[src/rtl/instruction_fetcher.sv]
// Fetch stage: generates the PC, issues word fetches, and buffers the
// returned words with their PCs in a small in-order queue for the decoder.
//
// Ports:
//   clk, reset_n                   clock, async active-low reset
//   imem_req_valid/addr/ready      fetch request channel to instruction memory
//   imem_resp_valid/data           in-order response words (never back-pressured)
//   redirect_valid/pc              control-flow change; flushes queue
//   instr_valid/instr/instr_pc     queue head presented to the decoder
//   instr_ready                    decoder consumes the head
module instruction_fetcher #(
    parameter logic [31:0] RESET_PC = 32'h0000_0000,
    parameter int unsigned DEPTH    = 2
) (
    input  logic        clk,
    input  logic        reset_n,
    output logic        imem_req_valid,
    output logic [31:0] imem_req_addr,
    input  logic        imem_req_ready,
    input  logic        imem_resp_valid,
    input  logic [31:0] imem_resp_data,
    input  logic        redirect_valid,
    input  logic [31:0] redirect_pc,
    output logic        instr_valid,
    output logic [31:0] instr,
    output logic [31:0] instr_pc,
    input  logic        instr_ready
);

    localparam int unsigned CW = $clog2(DEPTH) + 1;
    localparam int unsigned AW = (DEPTH > 1) ? $clog2(DEPTH) : 1;
    localparam logic [CW:0] DEPTH_W = (CW+1)'(DEPTH);
    localparam logic [31:0] NOP = 32'h0000_0013;

    typedef enum logic {
        FETCH,
        FLUSH
    } state_t;

    state_t         state;
    logic [31:0]    fetch_pc;
    logic [CW-1:0]  outstanding;
    logic [CW-1:0]  drop_cnt;
    logic [CW-1:0]  q_cnt;
    logic [AW-1:0]  q_rd;
    logic [AW-1:0]  q_wr;
    logic [AW-1:0]  p_rd;
    logic [AW-1:0]  p_wr;

    logic [31:0]    q_word [DEPTH];
    logic [31:0]    q_pc   [DEPTH];
    logic [31:0]    pc_mem [DEPTH];

    logic           credit_ok;
    logic           req_fire;
    logic           head_pop;
    logic           resp_take;
    logic [CW-1:0]  out_net;
    logic           unused_bits;

    function automatic logic [AW-1:0] nxt(input logic [AW-1:0] p);
        return (p == AW'(DEPTH - 1)) ? '0 : p + 1'b1;
    endfunction

    // Low address bits of a redirect target are discarded.
    assign unused_bits = ^redirect_pc[1:0];

    // Credits cover both in-flight requests and words already buffered,
    // so every response is guaranteed a queue slot.
    assign credit_ok = ((CW+1)'(outstanding) + (CW+1)'(q_cnt)) < DEPTH_W;

    assign imem_req_valid = reset_n && (state == FETCH) && credit_ok
                            && !redirect_valid;
    assign imem_req_addr  = fetch_pc;

    assign req_fire  = imem_req_valid && imem_req_ready;
    assign instr_valid = (q_cnt != '0);
    assign head_pop  = instr_valid && instr_ready;
    assign resp_take = imem_resp_valid && (state == FETCH) && !redirect_valid;

    // A response landing in the redirect cycle is itself stale.
    assign out_net = (imem_resp_valid && outstanding != '0)
                     ? outstanding - 1'b1 : outstanding;

    assign instr    = instr_valid ? q_word[q_rd] : NOP;
    assign instr_pc = instr_valid ? q_pc[q_rd]   : 32'h0;

    always_ff @(posedge clk or negedge reset_n) begin
        if (!reset_n) begin
            state       <= FETCH;
            fetch_pc    <= RESET_PC;
            outstanding <= '0;
            drop_cnt    <= '0;
            q_cnt       <= '0;
            q_rd        <= '0;
            q_wr        <= '0;
            p_rd        <= '0;
            p_wr        <= '0;
        end else if (redirect_valid) begin
            q_cnt       <= '0;
            q_rd        <= '0;
            q_wr        <= '0;
            p_rd        <= '0;
            p_wr        <= '0;
            fetch_pc    <= {redirect_pc[31:2], 2'b00};
            outstanding <= out_net;
            drop_cnt    <= out_net;
            state       <= (out_net != '0) ? FLUSH : FETCH;
        end else begin
            unique case (state)
                FETCH: begin
                    if (req_fire) begin
                        p_wr     <= nxt(p_wr);
                        fetch_pc <= fetch_pc + 32'd4;
                    end
                    if (imem_resp_valid) begin
                        p_rd <= nxt(p_rd);
                        q_wr <= nxt(q_wr);
                    end
                    if (head_pop) begin
                        q_rd <= nxt(q_rd);
                    end
                    q_cnt <= q_cnt + CW'(imem_resp_valid) - CW'(head_pop);
                    outstanding <= outstanding + CW'(req_fire)
                                   - CW'(imem_resp_valid);
                end
                FLUSH: begin
                    if (imem_resp_valid) begin
                        drop_cnt    <= drop_cnt - 1'b1;
                        outstanding <= outstanding - 1'b1;
                        if (drop_cnt == CW'(1)) begin
                            state <= FETCH;
                        end
                    end
                end
            endcase
        end
    end

    // Storage arrays need no reset; occupancy is tracked by the pointers.
    always_ff @(posedge clk) begin
        if (req_fire) begin
            pc_mem[p_wr] <= fetch_pc;
        end
        if (resp_take) begin
            q_word[q_wr] <= imem_resp_data;
            q_pc[q_wr]   <= pc_mem[p_rd];
        end
    end

endmodule
[config.mk]
export PLATFORM = sky130hd
export DESIGN_NAME = instruction_fetcher
export DESIGN_NICKNAME = d
export VERILOG_FILES = /design/src/rtl/instruction_fetcher.sv
export SDC_FILE = /design/constraint.sdc
export NUM_CORES = 1
export LEC_CHECK = 0
export ABC_CLOCK_PERIOD_IN_PS = 18300
export CAP_MARGIN = 20
export CORE_ASPECT_RATIO = 0.5
export CORE_MARGIN = 2
export CORE_UTILIZATION = 55
export DETAILED_ROUTE_END_ITERATION = 6
export GPL_ROUTABILITY_DRIVEN = 0
export GPL_TIMING_DRIVEN = 1
export PLACE_DENSITY = 0.91
export REMOVE_ABC_BUFFERS = 1
export SLEW_MARGIN = 0
export SYNTH_ARGS = -nofsm -noshare
export SYNTH_HDL_FRONTEND = slang
export SYNTH_SLANG_ARGS = --single-unit
export TNS_END_PERCENT = 50
[constraint.sdc]
create_clock -name clk -period 18.3 [get_ports clk]
set_input_delay 3.66 -clock clk [delete_from_list [all_inputs] [get_ports clk]]
set_output_delay 3.66 -clock clk [all_outputs]
set_load 0.05 [all_outputs]
==> impl_metrics.env, run 1 <==
export IMPL_use_met3=0.0397
export IMPL_slew_headroom=0.281
export IMPL_synth_area_top_cells="edfxtp_1 (58%), dfrtp_1 (11%), mux2i_1 (7.4%), mux2_2 (3.5%), nor2_1 (3.3%)"
export IMPL_hold_buffers=0
export IMPL_finClkSkew_ns=0.0177
export IMPL_syn_inst=662
export IMPL_path_clk_slew_ns=0.07
export IMPL_synth_top_area_share=0.580
export IMPL_path_cells="buf_2, or2_2, nor4b_1, clkdlybuf4s50_1"
export IMPL_r2r_slack_ns=14.35
export IMPL_grt_usage=0.252
export IMPL_insertion_delay_ns=0.50
export IMPL_crit_buf_inv=2
export IMPL_drive_gt1_frac=0.106
export IMPL_ctsResizeCount=0
export IMPL_async_flop_share=0.182
export IMPL_drc=0
export IMPL_critical_path_max_stage_delay_ns=0.87
export IMPL_floorplan_initialDensity=0.572
export IMPL_tightest_slew_ns=1.08
export IMPL_antenna_found_initial=0
export IMPL_synth_cell_area_um2=9520
export IMPL_synth_main_ff_cell="edfxtp_1"
export IMPL_rsz0062_at_grt="false"
export IMPL_synth_edff_count=184
export IMPL_max_freq_ghz=0.106
export IMPL_endpoint_kind="primary output"
export IMPL_wl_mm=23.0
export IMPL_pre_cts_slack_ns=8.93
export IMPL_use_met1=0.336
export IMPL_maxCapViolations=0
export IMPL_hpwl_mm=13.6
export IMPL_place_area_um2=11300
export IMPL_final_cell_mix="edfxtp_1 (184), clkdlybuf4s50_1 (159), nor2_1 (82)"
export IMPL_grt_pass1_vias=6474
export IMPL_drt_iter0_drc=748
export IMPL_first_pass_iters=6
export IMPL_yosysUniqueCellTypes=61
export IMPL_cts_max_path_buffers=3
export IMPL_grt_busiest_layer="met2"
export IMPL_die_area_um2=18400
export IMPL_wl_per_cell_um=21.7
export IMPL_cp_slowest_cell="clkdlybuf4s50_1"
export IMPL_postCtsSetupBuffers=0
export IMPL_n_antenna_cell=0
export IMPL_grt_remaining_overflow=0
export IMPL_grt_pass1_wl_mm=36.2
export IMPL_fp_dieH_um=97.1
export IMPL_ioPinCount=168
export IMPL_vias=6457
export IMPL_p_per_area_nw_per_um2=127
export IMPL_required_ns=14.64
export IMPL_report_final_setup_viol=0
export IMPL_stdcell_area_um2=12000
export IMPL_fin_crit_ns=9.39
export IMPL_period_share=0.513
export IMPL_critPathTopFamily="buffers and inverters"
export IMPL_numPortBuffers=161
export IMPL_worst_setup_path_type="in -> out"
export IMPL_rows=33
export IMPL_start_kind="input port"
export IMPL_crit_arrival_ns=5.73
export IMPL_p_total_mw=1.52
export IMPL_synth_seq_cells=225
export IMPL_status="completed"
export IMPL_viasPerCell=6.10
export IMPL_syn_avg_cell_area_um2=14.4
export IMPL_cts_buffers=20
export IMPL_core_region_area_um2=16600
export IMPL_synth_seq_area_share=0.688
export IMPL_synth_area_leader_cell="edfxtp_1"
export IMPL_area_growth_synth_to_final_pct=26.0
export IMPL_worst_slack_ns=8.91
export IMPL_met2_usage=0.422
export IMPL_die_x_um=190
export IMPL_drv_slew=0
export IMPL_setup_tns_ns=0
export IMPL_htree_num_levels=1
export IMPL_nNetsFinal=896
export IMPL_peakVddDrop_mv=0.0658
export IMPL_crit_fanout=50
export IMPL_cts_root_buf="clkbuf_16"
export IMPL_cts_tree="built"
export IMPL_power_leakage_nw=4.04
export IMPL_yosys_warnings=0
export IMPL_worst_hold_path_type="reg -> reg"
export IMPL_final_common_cell="edfxtp_1"
export IMPL_grt_max_degree=61
export IMPL_final_hold_violation_count=0
export IMPL_ant_nets=0
export IMPL_clkSinkCount=225
==> final timing paths <==
| check | start | to | cells after the start |
|---|---|---|---|
| max in group asynchronous | reset_n | q_rd$_DFFE_PN0P_ | 2 |
| worst max-delay path | redirect_valid | imem_req_valid | 4 |
| worst max register to register | q_cnt[0]$_DFFE_PN0N_ | outstanding[1]$_DFFE_PN0P_ | 13 |
| worst min-delay path | p_wr$_DFFE_PN0P_ | p_wr$_DFFE_PN0P_ | 1 |
| worst min register to register | p_wr$_DFFE_PN0P_ | p_wr$_DFFE_PN0P_ | 1 |
| min in group asynchronous | reset_n | q_cnt[1]$_DFFE_PN0N_ | 1 |
==> where the power goes <==
part | switching, mW | internal (mW) | total (mW)
sequential | 0.0377 | 0.598 | 0.635
combinational | 0.296 | 0.153 | 0.448
clock | 0.183 | 0.258 | 0.441
total | 0.516 | 1.01 | 1.52
==> cell usage after synthesis (4+ instances only) <==
master,instances
buf_2,5
nand2_1,27
nand3_1,18
edfxtp_1,184
xnor2_1,4
buf_1,8
xor2_1,5
a21oi_1,9
clkbuf_1,17
or4_1,12
and2_1,5
o21ai_0,10
and4_1,5
a31oi_1,11
and3_1,8
nand4_1,10
dfrtp_1,41
ha_1,7
mux2_2,30
or2_2,4
nor2b_1,4
o211ai_1,6
buf_4,4
mux2i_1,70
nor2_1,84
o31ai_1,9
inv_1,10
==> through the flow <==
step,hold WS [ns],util,cells
floorplan,0.464,-,626
global placement,0.496,0.679,1022
detailed placement,0.517,0.679,1022
CTS,0.544,0.720,1058
global route,0.576,0.721,1059
finish,0.556,0.721,1059
==> final cells by class <==
type	count	area, um2
Sequential cell	225	6560
Fill cell	978	4640
Multi-Input combinational cell	390	2760
Timing Repair Buffer	170	1680
Clock buffer	27	558
Tap cell	227	284
Clock inverter	9	124
Inverter	11	41.3
==> metal layers <==
layer  share of wire  wire, um
met4           0.038       881
met2            0.50     11400
met1            0.39      9010
met3           0.073      1690
met5               0         0
==> sequential cells by signal (all words and copies together) (netlist names) <==
signal / count
q_rd: 1
imem_req_addr: 30
drop_cnt: 2
q_pc: 60
q_word: 64
p_wr: 1
p_rd: 1
q_wr: 1
outstanding: 2
pc_mem: 60
state: 1
q_cnt: 2
==> kinds of logic after synthesis <==
kind of cell	count (synthesis)	share of synthesized area
AOI/OAI and AO/OA	71	0.0523
other	1	0.000394
adders and majority gates	8	0.0113
and+or+nand+nor	198	0.105
DFF	225	0.688
xor gates and xnor gates	9	0.00828
muxes	100	0.109
buffers and inverters	50	0.0257
Power figures use the tool's default switching activity.
==> inputs of run 2 (changes only) <==
--- a/config.mk
+++ b/config.mk
@@ -5,15 +5,15 @@
 export SDC_FILE = /design/constraint.sdc
 export NUM_CORES = 1
 export LEC_CHECK = 0
-export ABC_CLOCK_PERIOD_IN_PS = 18300
+export ABC_CLOCK_PERIOD_IN_PS = 7670
 export CAP_MARGIN = 20
 export CORE_ASPECT_RATIO = 0.5
 export CORE_MARGIN = 2
-export CORE_UTILIZATION = 55
+export CORE_UTILIZATION = 48
 export DETAILED_ROUTE_END_ITERATION = 6
 export GPL_ROUTABILITY_DRIVEN = 0
 export GPL_TIMING_DRIVEN = 1
-export PLACE_DENSITY = 0.91
+export PLACE_DENSITY = 0.85
 export REMOVE_ABC_BUFFERS = 1
 export SLEW_MARGIN = 0
 export SYNTH_ARGS = -nofsm -noshare
==> constraint.sdc (replaced) <==
create_clock -name clk -period 7.67 [get_ports clk]
set_input_delay 1.534 -clock clk [delete_from_list [all_inputs] [get_ports clk]]
set_output_delay 1.534 -clock clk [all_outputs]
set_load 0.05 [all_outputs]
==> run 2 against run 1 <==
Against the previous run: largest cell class unchanged; worst hold slack worse by 0.045 ns; via count down 4.6%; clock skew up 0.012 ns; first-iteration DRC count down 33%; non-clock buffer count unchanged; final cell count up 3.9%; sequential cell count unchanged; combinational power up 140%; global-route usage down 5.9 points; register-to-register slack worse by 11 ns; final area up 0.38%; sequential share of layout area down 0.20 points.
==> impl_metrics.env, run 2 (synthesis gave the netlist of run 1 again) <==
export IMPL_status="completed"
export IMPL_start_kind="input port"
export IMPL_rows=36
export IMPL_grt_max_degree=64
export IMPL_hold_buffers=0
export IMPL_grt_pass1_wl_mm=32.3
export IMPL_worst_hold_path_type="reg -> reg"
export IMPL_crit_arrival_ns=3.49
export IMPL_path_clk_slew_ns=0.07
export IMPL_insertion_delay_ns=0.51
export IMPL_grt_pass1_vias=6187
export IMPL_fin_crit_ns=5.02
export IMPL_die_x_um=203
export IMPL_drv_slew=0
export IMPL_reg_largest_list="q_word x64, pc_mem x60, q_pc x60"
export IMPL_hpwl_mm=13.0
export IMPL_floorplan_initialDensity=0.489
export IMPL_cts_max_path_buffers=3
export IMPL_nNetsFinal=897
export IMPL_top_register="q_word"
export IMPL_htree_num_levels=1
export IMPL_antenna_found_initial=0
export IMPL_slew_headroom=0.332
export IMPL_drt_iter0_drc=499
export IMPL_numPortBuffers=161
export IMPL_maxCapViolations=0
export IMPL_period_share=0.655
export IMPL_drc=0
export IMPL_cts_root_buf="clkbuf_16"
export IMPL_postCtsSetupBuffers=0
export IMPL_final_hold_violation_count=0
export IMPL_wl_per_cell_um=18.9
export IMPL_ioPinCount=168
export IMPL_viasPerCell=5.60
export IMPL_final_common_cell="edfxtp_1"
export IMPL_vias=6160
export IMPL_wl_mm=20.8
export IMPL_cts_tree="built"
export IMPL_worst_setup_path_type="in -> out"
export IMPL_clkSinkCount=225
export IMPL_crit_fanout=50
export IMPL_area_growth_synth_to_final_pct=26.5
export IMPL_rsz0062_at_grt="false"
export IMPL_ant_nets=0
export IMPL_first_pass_iters=5
export IMPL_endpoint_kind="primary output"
export IMPL_p_per_area_nw_per_um2=298
export IMPL_largest_reg_flops=64
export IMPL_power_leakage_nw=4.05
export IMPL_max_freq_ghz=0.199
export IMPL_fp_dieH_um=104
export IMPL_report_final_setup_viol=0
export IMPL_n_antenna_cell=0
export IMPL_die_area_um2=21100
export IMPL_tightest_slew_ns=1.00
export IMPL_grt_usage=0.193
export IMPL_drive_gt1_frac=0.109
export IMPL_finClkSkew_ns=0.0293
export IMPL_grt_remaining_overflow=0
export IMPL_core_region_area_um2=19500
export IMPL_setup_tns_ns=0
export IMPL_cts_buffers=21
export IMPL_ctsResizeCount=0
export IMPL_whs_ns=0.512
export IMPL_required_ns=6.14
export IMPL_peakVddDrop_mv=0.121
export IMPL_final_cell_mix="edfxtp_1 (184), clkdlybuf4s50_1 (159), nor2_1 (82)"
==> run 2: changes by cell type in the layout (fill, tap and decap cells not counted), sizes merged <==
cell / delta
clkbuf: +3
bufinv: -2
clkinv: +1
clkinvlp: -1
inv: +1
==> run 2: metrics by stage <==
| stage | cell area, um2 | utilization | power, mW | instances | worst slack (ns) |
|---|---|---|---|---|---|
| finish | 12000 | 0.619 | 3.59 | 1100 | 2.65 |
| global route | 12000 | 0.619 | 3.72 | 1100 | 2.54 |
| CTS | 12000 | 0.618 | 3.61 | 1099 | 2.61 |
| detailed placement | 11300 | 0.583 | 2.60 | 1061 | 2.64 |
| global placement | 11300 | 0.583 | 2.57 | 1061 | 2.61 |
| floorplan | 9330 | - | 2.22 | 626 | 0.733 |
==> run 2: layer usage <==
| layer | track usage | part of all wire | routed length [um] | up-vias |
|---|---|---|---|---|
| met2 | 0.339 | 0.52 | 10700 | 186 |
| met1 | 0.240 | 0.41 | 8540 | 3101 |
| met5 | 0 | 0 | 0 | - |
| met3 | 0.0324 | 0.043 | 888 | 48 |
| met4 | 0.0787 | 0.031 | 649 | 0 |
| li1 | - | - | - | 2825 |
==> run 2: area by class of cell <==
cell class	instances	area, um2
timing repair buffer	170	1690
clock inverter	8	71.3
clock buffer	30	599
inverter	11	41.3
tap	266	333
fill	1390	7410
sequential	225	6560
multi-input combinational	390	2760
==> run 2: worst paths after layout <==
check	from	to	slack [ns]	cells past startpoint
hold / removal	p_wr$_DFFE_PN0P_	p_wr$_DFFE_PN0P_	0.51	1
setup reg to reg	q_cnt[0]$_DFFE_PN0N_	outstanding[1]$_DFFE_PN0P_	3.73	13
max in group asynchronous	reset_n	q_rd$_DFFE_PN0P_	6.12	2
min in group asynchronous	reset_n	imem_req_addr[18]$_DFFE_PN0P_	1.12	2
setup / recovery	redirect_valid	imem_req_valid	2.65	4
hold reg to reg	p_wr$_DFFE_PN0P_	p_wr$_DFFE_PN0P_	0.51	1
==> run 2: critical path, stage by stage <==
cell and delay (ns):
buf_2 0.39, or2_2 0.44, nor4b_1 0.25, clkdlybuf4s50_1 0.87
==> run 2: power breakdown <==
group	internal [mW]	total (mW)	switching [mW]
logic	0.366	1.06	0.694
clock network	0.580	1.01	0.432
registers	1.43	1.51	0.0884
==> inputs of run 3 (changes only) <==
--- a/config.mk
+++ b/config.mk
@@ -5,15 +5,15 @@
 export SDC_FILE = /design/constraint.sdc
 export NUM_CORES = 1
 export LEC_CHECK = 0
-export ABC_CLOCK_PERIOD_IN_PS = 7670
+export ABC_CLOCK_PERIOD_IN_PS = 4800
 export CAP_MARGIN = 20
 export CORE_ASPECT_RATIO = 0.5
 export CORE_MARGIN = 2
-export CORE_UTILIZATION = 48
+export CORE_UTILIZATION = 53
 export DETAILED_ROUTE_END_ITERATION = 6
 export GPL_ROUTABILITY_DRIVEN = 0
 export GPL_TIMING_DRIVEN = 1
-export PLACE_DENSITY = 0.85
+export PLACE_DENSITY = 0.88
 export REMOVE_ABC_BUFFERS = 1
 export SLEW_MARGIN = 0
 export SYNTH_ARGS = -nofsm -noshare
==> constraint.sdc (replaced) <==
create_clock -name clk -period 4.8 [get_ports clk]
set_input_delay 0.96 -clock clk [delete_from_list [all_inputs] [get_ports clk]]
set_output_delay 0.96 -clock clk [all_outputs]
set_load 0.05 [all_outputs]
==> run 3 against run 2 <==
Against the previous run: die area is 9.2% lower; largest power group unchanged; routed wire length is 4.2% higher; global-route usage is 3.0 points higher; register-to-register slack worse by 2.8 ns; utilization is 6.6 points higher; critical path depth is 9 higher; worst hold slack worse by 0.22 ns; combinational power is 60% higher; final area is 0.60% lower; sequential power is 60% higher; critical path type is now reg -> reg.
==> impl_metrics.env, run 3 (synthesis gave the netlist of run 1 again) <==
export IMPL_slew_headroom=0.460
export IMPL_status="completed"
export IMPL_final_common_cell="edfxtp_1"
export IMPL_met3WireLength_mm=1.29
export IMPL_path_clk_slew_ns=0.07
export IMPL_cts_root_buf="clkbuf_16"
export IMPL_drv_slew=0
export IMPL_n_fill_cell=1147
export IMPL_drive_gt1_frac=0.111
export IMPL_reg_largest_list="q_word x64, pc_mem x60, q_pc x60"
export IMPL_start_kind="flip-flop"
export IMPL_path_cells="inv_1, nor2_1, fa_1, and4bb_2, and2_1, inv_2, ha_1, inv_1, ha_1, xor2_1, nand2b_1, a221oi_1, a31oi_1"
export IMPL_hpwl_mm=14.0
export IMPL_vias=6251
export IMPL_worst_setup_path_type="reg -> reg"
export IMPL_nNetsFinal=899
export IMPL_wl_met2_mm=11.2
export IMPL_worst_slack_ns=0.893
export IMPL_insertion_delay_ns=0.49
export IMPL_crit_arrival_ns=4.26
export IMPL_period_share=0.814
export IMPL_grt_usage=0.223
export IMPL_critPathTopFamily="simple AND/OR/NAND/NOR gates"
export IMPL_wl_mm=21.7
export IMPL_worst_hold_path_type="in -> async"
export IMPL_p_total_mw=5.64
export IMPL_cts_tree="built"
export IMPL_total_switching_power_mw=1.95
export IMPL_hold_buffers=0
export IMPL_place_area_um2=11400
export IMPL_first_pass_iters=5
export IMPL_top_layer="met4"
export IMPL_grt_pass1_vias=6428
export IMPL_grt_remaining_overflow=0
export IMPL_seq_area_um2=6560
export IMPL_wl_per_cell_um=20.3
export IMPL_cts_max_path_buffers=3
export IMPL_wl_met1_mm=8.52
export IMPL_crit_buf_inv=3
export IMPL_comb_power_share=0.302
export IMPL_top_register="q_word"
export IMPL_peakVddDrop_mv=0.253
export IMPL_tightest_slew_ns=0.810
export IMPL_viasPerCell=5.85
export IMPL_numPortBuffers=161
export IMPL_pre_cts_slack_ns=0.787
export IMPL_max_freq_ghz=0.256
export IMPL_postCtsSetupBuffers=0
export IMPL_p_int_mw=3.69
export IMPL_grt_max_degree=49
export IMPL_power_leakage_nw=4.04
export IMPL_largest_reg_flops=64
export IMPL_endpoint_kind="flip-flop"
export IMPL_drt_iter0_drc=541
export IMPL_report_final_setup_viol=0
export IMPL_cts_buffers=20
export IMPL_n_antenna_cell=0
export IMPL_antenna_found_initial=0
export IMPL_p_per_area_nw_per_um2=471
export IMPL_whs_ns=0.291
export IMPL_multiInputGateArea_um2=2760
export IMPL_critical_path_max_stage_delay_ns=0.49
export IMPL_stdcell_area_um2=12000
export IMPL_floorplan_initialDensity=0.545
export IMPL_die_x_um=194
export IMPL_critical_path_startpoint="outstanding[0]$_DFFE_PN0P_"
export IMPL_die_area_um2=19100
export IMPL_grt_pass1_wl_mm=33.5
export IMPL_final_cell_mix="edfxtp_1 (184), clkdlybuf4s50_1 (159), nor2_1 (82)"
export IMPL_ant_nets=0
export IMPL_fp_dieH_um=98.8
export IMPL_r2r_slack_ns=0.89
export IMPL_required_ns=5.15
export IMPL_ctsResizeCount=0
export IMPL_core_region_area_um2=17500
export IMPL_crit_fanout=37
export IMPL_rsz0062_at_grt="false"
export IMPL_seq_power_share=0.430
export IMPL_ioPinCount=168
export IMPL_rows=34
export IMPL_setup_tns_ns=0
export IMPL_finClkSkew_ns=0.0136
export IMPL_drc=0
export IMPL_sw_frac_of_total=0.346
export IMPL_clkSinkCount=225
export IMPL_htree_num_levels=1
export IMPL_area_growth_synth_to_final_pct=25.7
export IMPL_r2r_start="outstanding[0]$_DFFE_PN0P_"
export IMPL_maxCapViolations=0
export IMPL_cp_slowest_cell="and2_1"
export IMPL_final_hold_violation_count=0
export IMPL_power_frac_clock=0.268
export IMPL_fin_crit_ns=3.91
## run 3: changes by cell type in the layout (fill, tap and decap cells not counted)
cell       change
clkinv_1       -1
clkinv_2       +3
inv_6          -1
clkbuf_8       -3
bufinv_16      -1
buf_4          +2
clkinv_4       +1
buf_12         +2
buf_16         -1
## run 3: path summary, 6_finish.rpt
kind / to / depth (start not counted)
max in group asynchronous: q_rd$_DFFE_PN0P_ / 2
setup / recovery: outstanding[1]$_DFFE_PN0P_ / 13
setup reg to reg: outstanding[1]$_DFFE_PN0P_ / 13
hold reg to reg: p_wr$_DFFE_PN0P_ / 1
hold / removal: q_cnt[0]$_DFFE_PN0N_ / 1
min in group clk: p_wr$_DFFE_PN0P_ / 1
## run 3: layout make-up
type / count / share of cell area
tap: 234 / 0.0245
inverter: 11 / 0.00345
clock buffer: 27 / 0.0466
sequential: 225 / 0.548
multi-input combinational: 390 / 0.230
clock inverter: 9 / 0.00439
timing repair buffer: 173 / 0.143
## run 3: power groups by stage
| stage | clock (mW) | combinational, mW | sequential (mW) |
|---|---|---|---|
| finish | 1.51 | 1.70 | 2.42 |
| global route | 1.61 | 1.80 | 2.44 |
| CTS | 1.53 | 1.71 | 2.42 |
| detailed placement | 0 | 1.70 | 2.46 |
| global placement | 0 | 1.65 | 2.45 |
| floorplan | 0 | 1.01 | 2.53 |
## run 3: through the flow
step,cells,utilization
after floorplan,626,-
after global placement,1033,0.650
after detailed placement,1033,0.650
after CTS,1069,0.685
after global routing,1069,0.685
final,1069,0.685
## run 3: layer usage
metal,GRT usage,vias up
met5,0,-
met4,0.0875,0
met3,0.0335,56
met2,0.404,281
met1,0.274,3086
li1,-,2828
## run 3: worst reg2reg max path, delay by kind of cell, from the launching register on
kind | cells | cell delay [ns]
and+or+nand+nor | 4 | 1.25
adders and majority gates | 3 | 1.04
buffers and inverters | 3 | 0.56
DFF | 1 | 0.40
AOI/OAI and AO/OA | 2 | 0.37
xor gates and xnor gates | 1 | 0.15
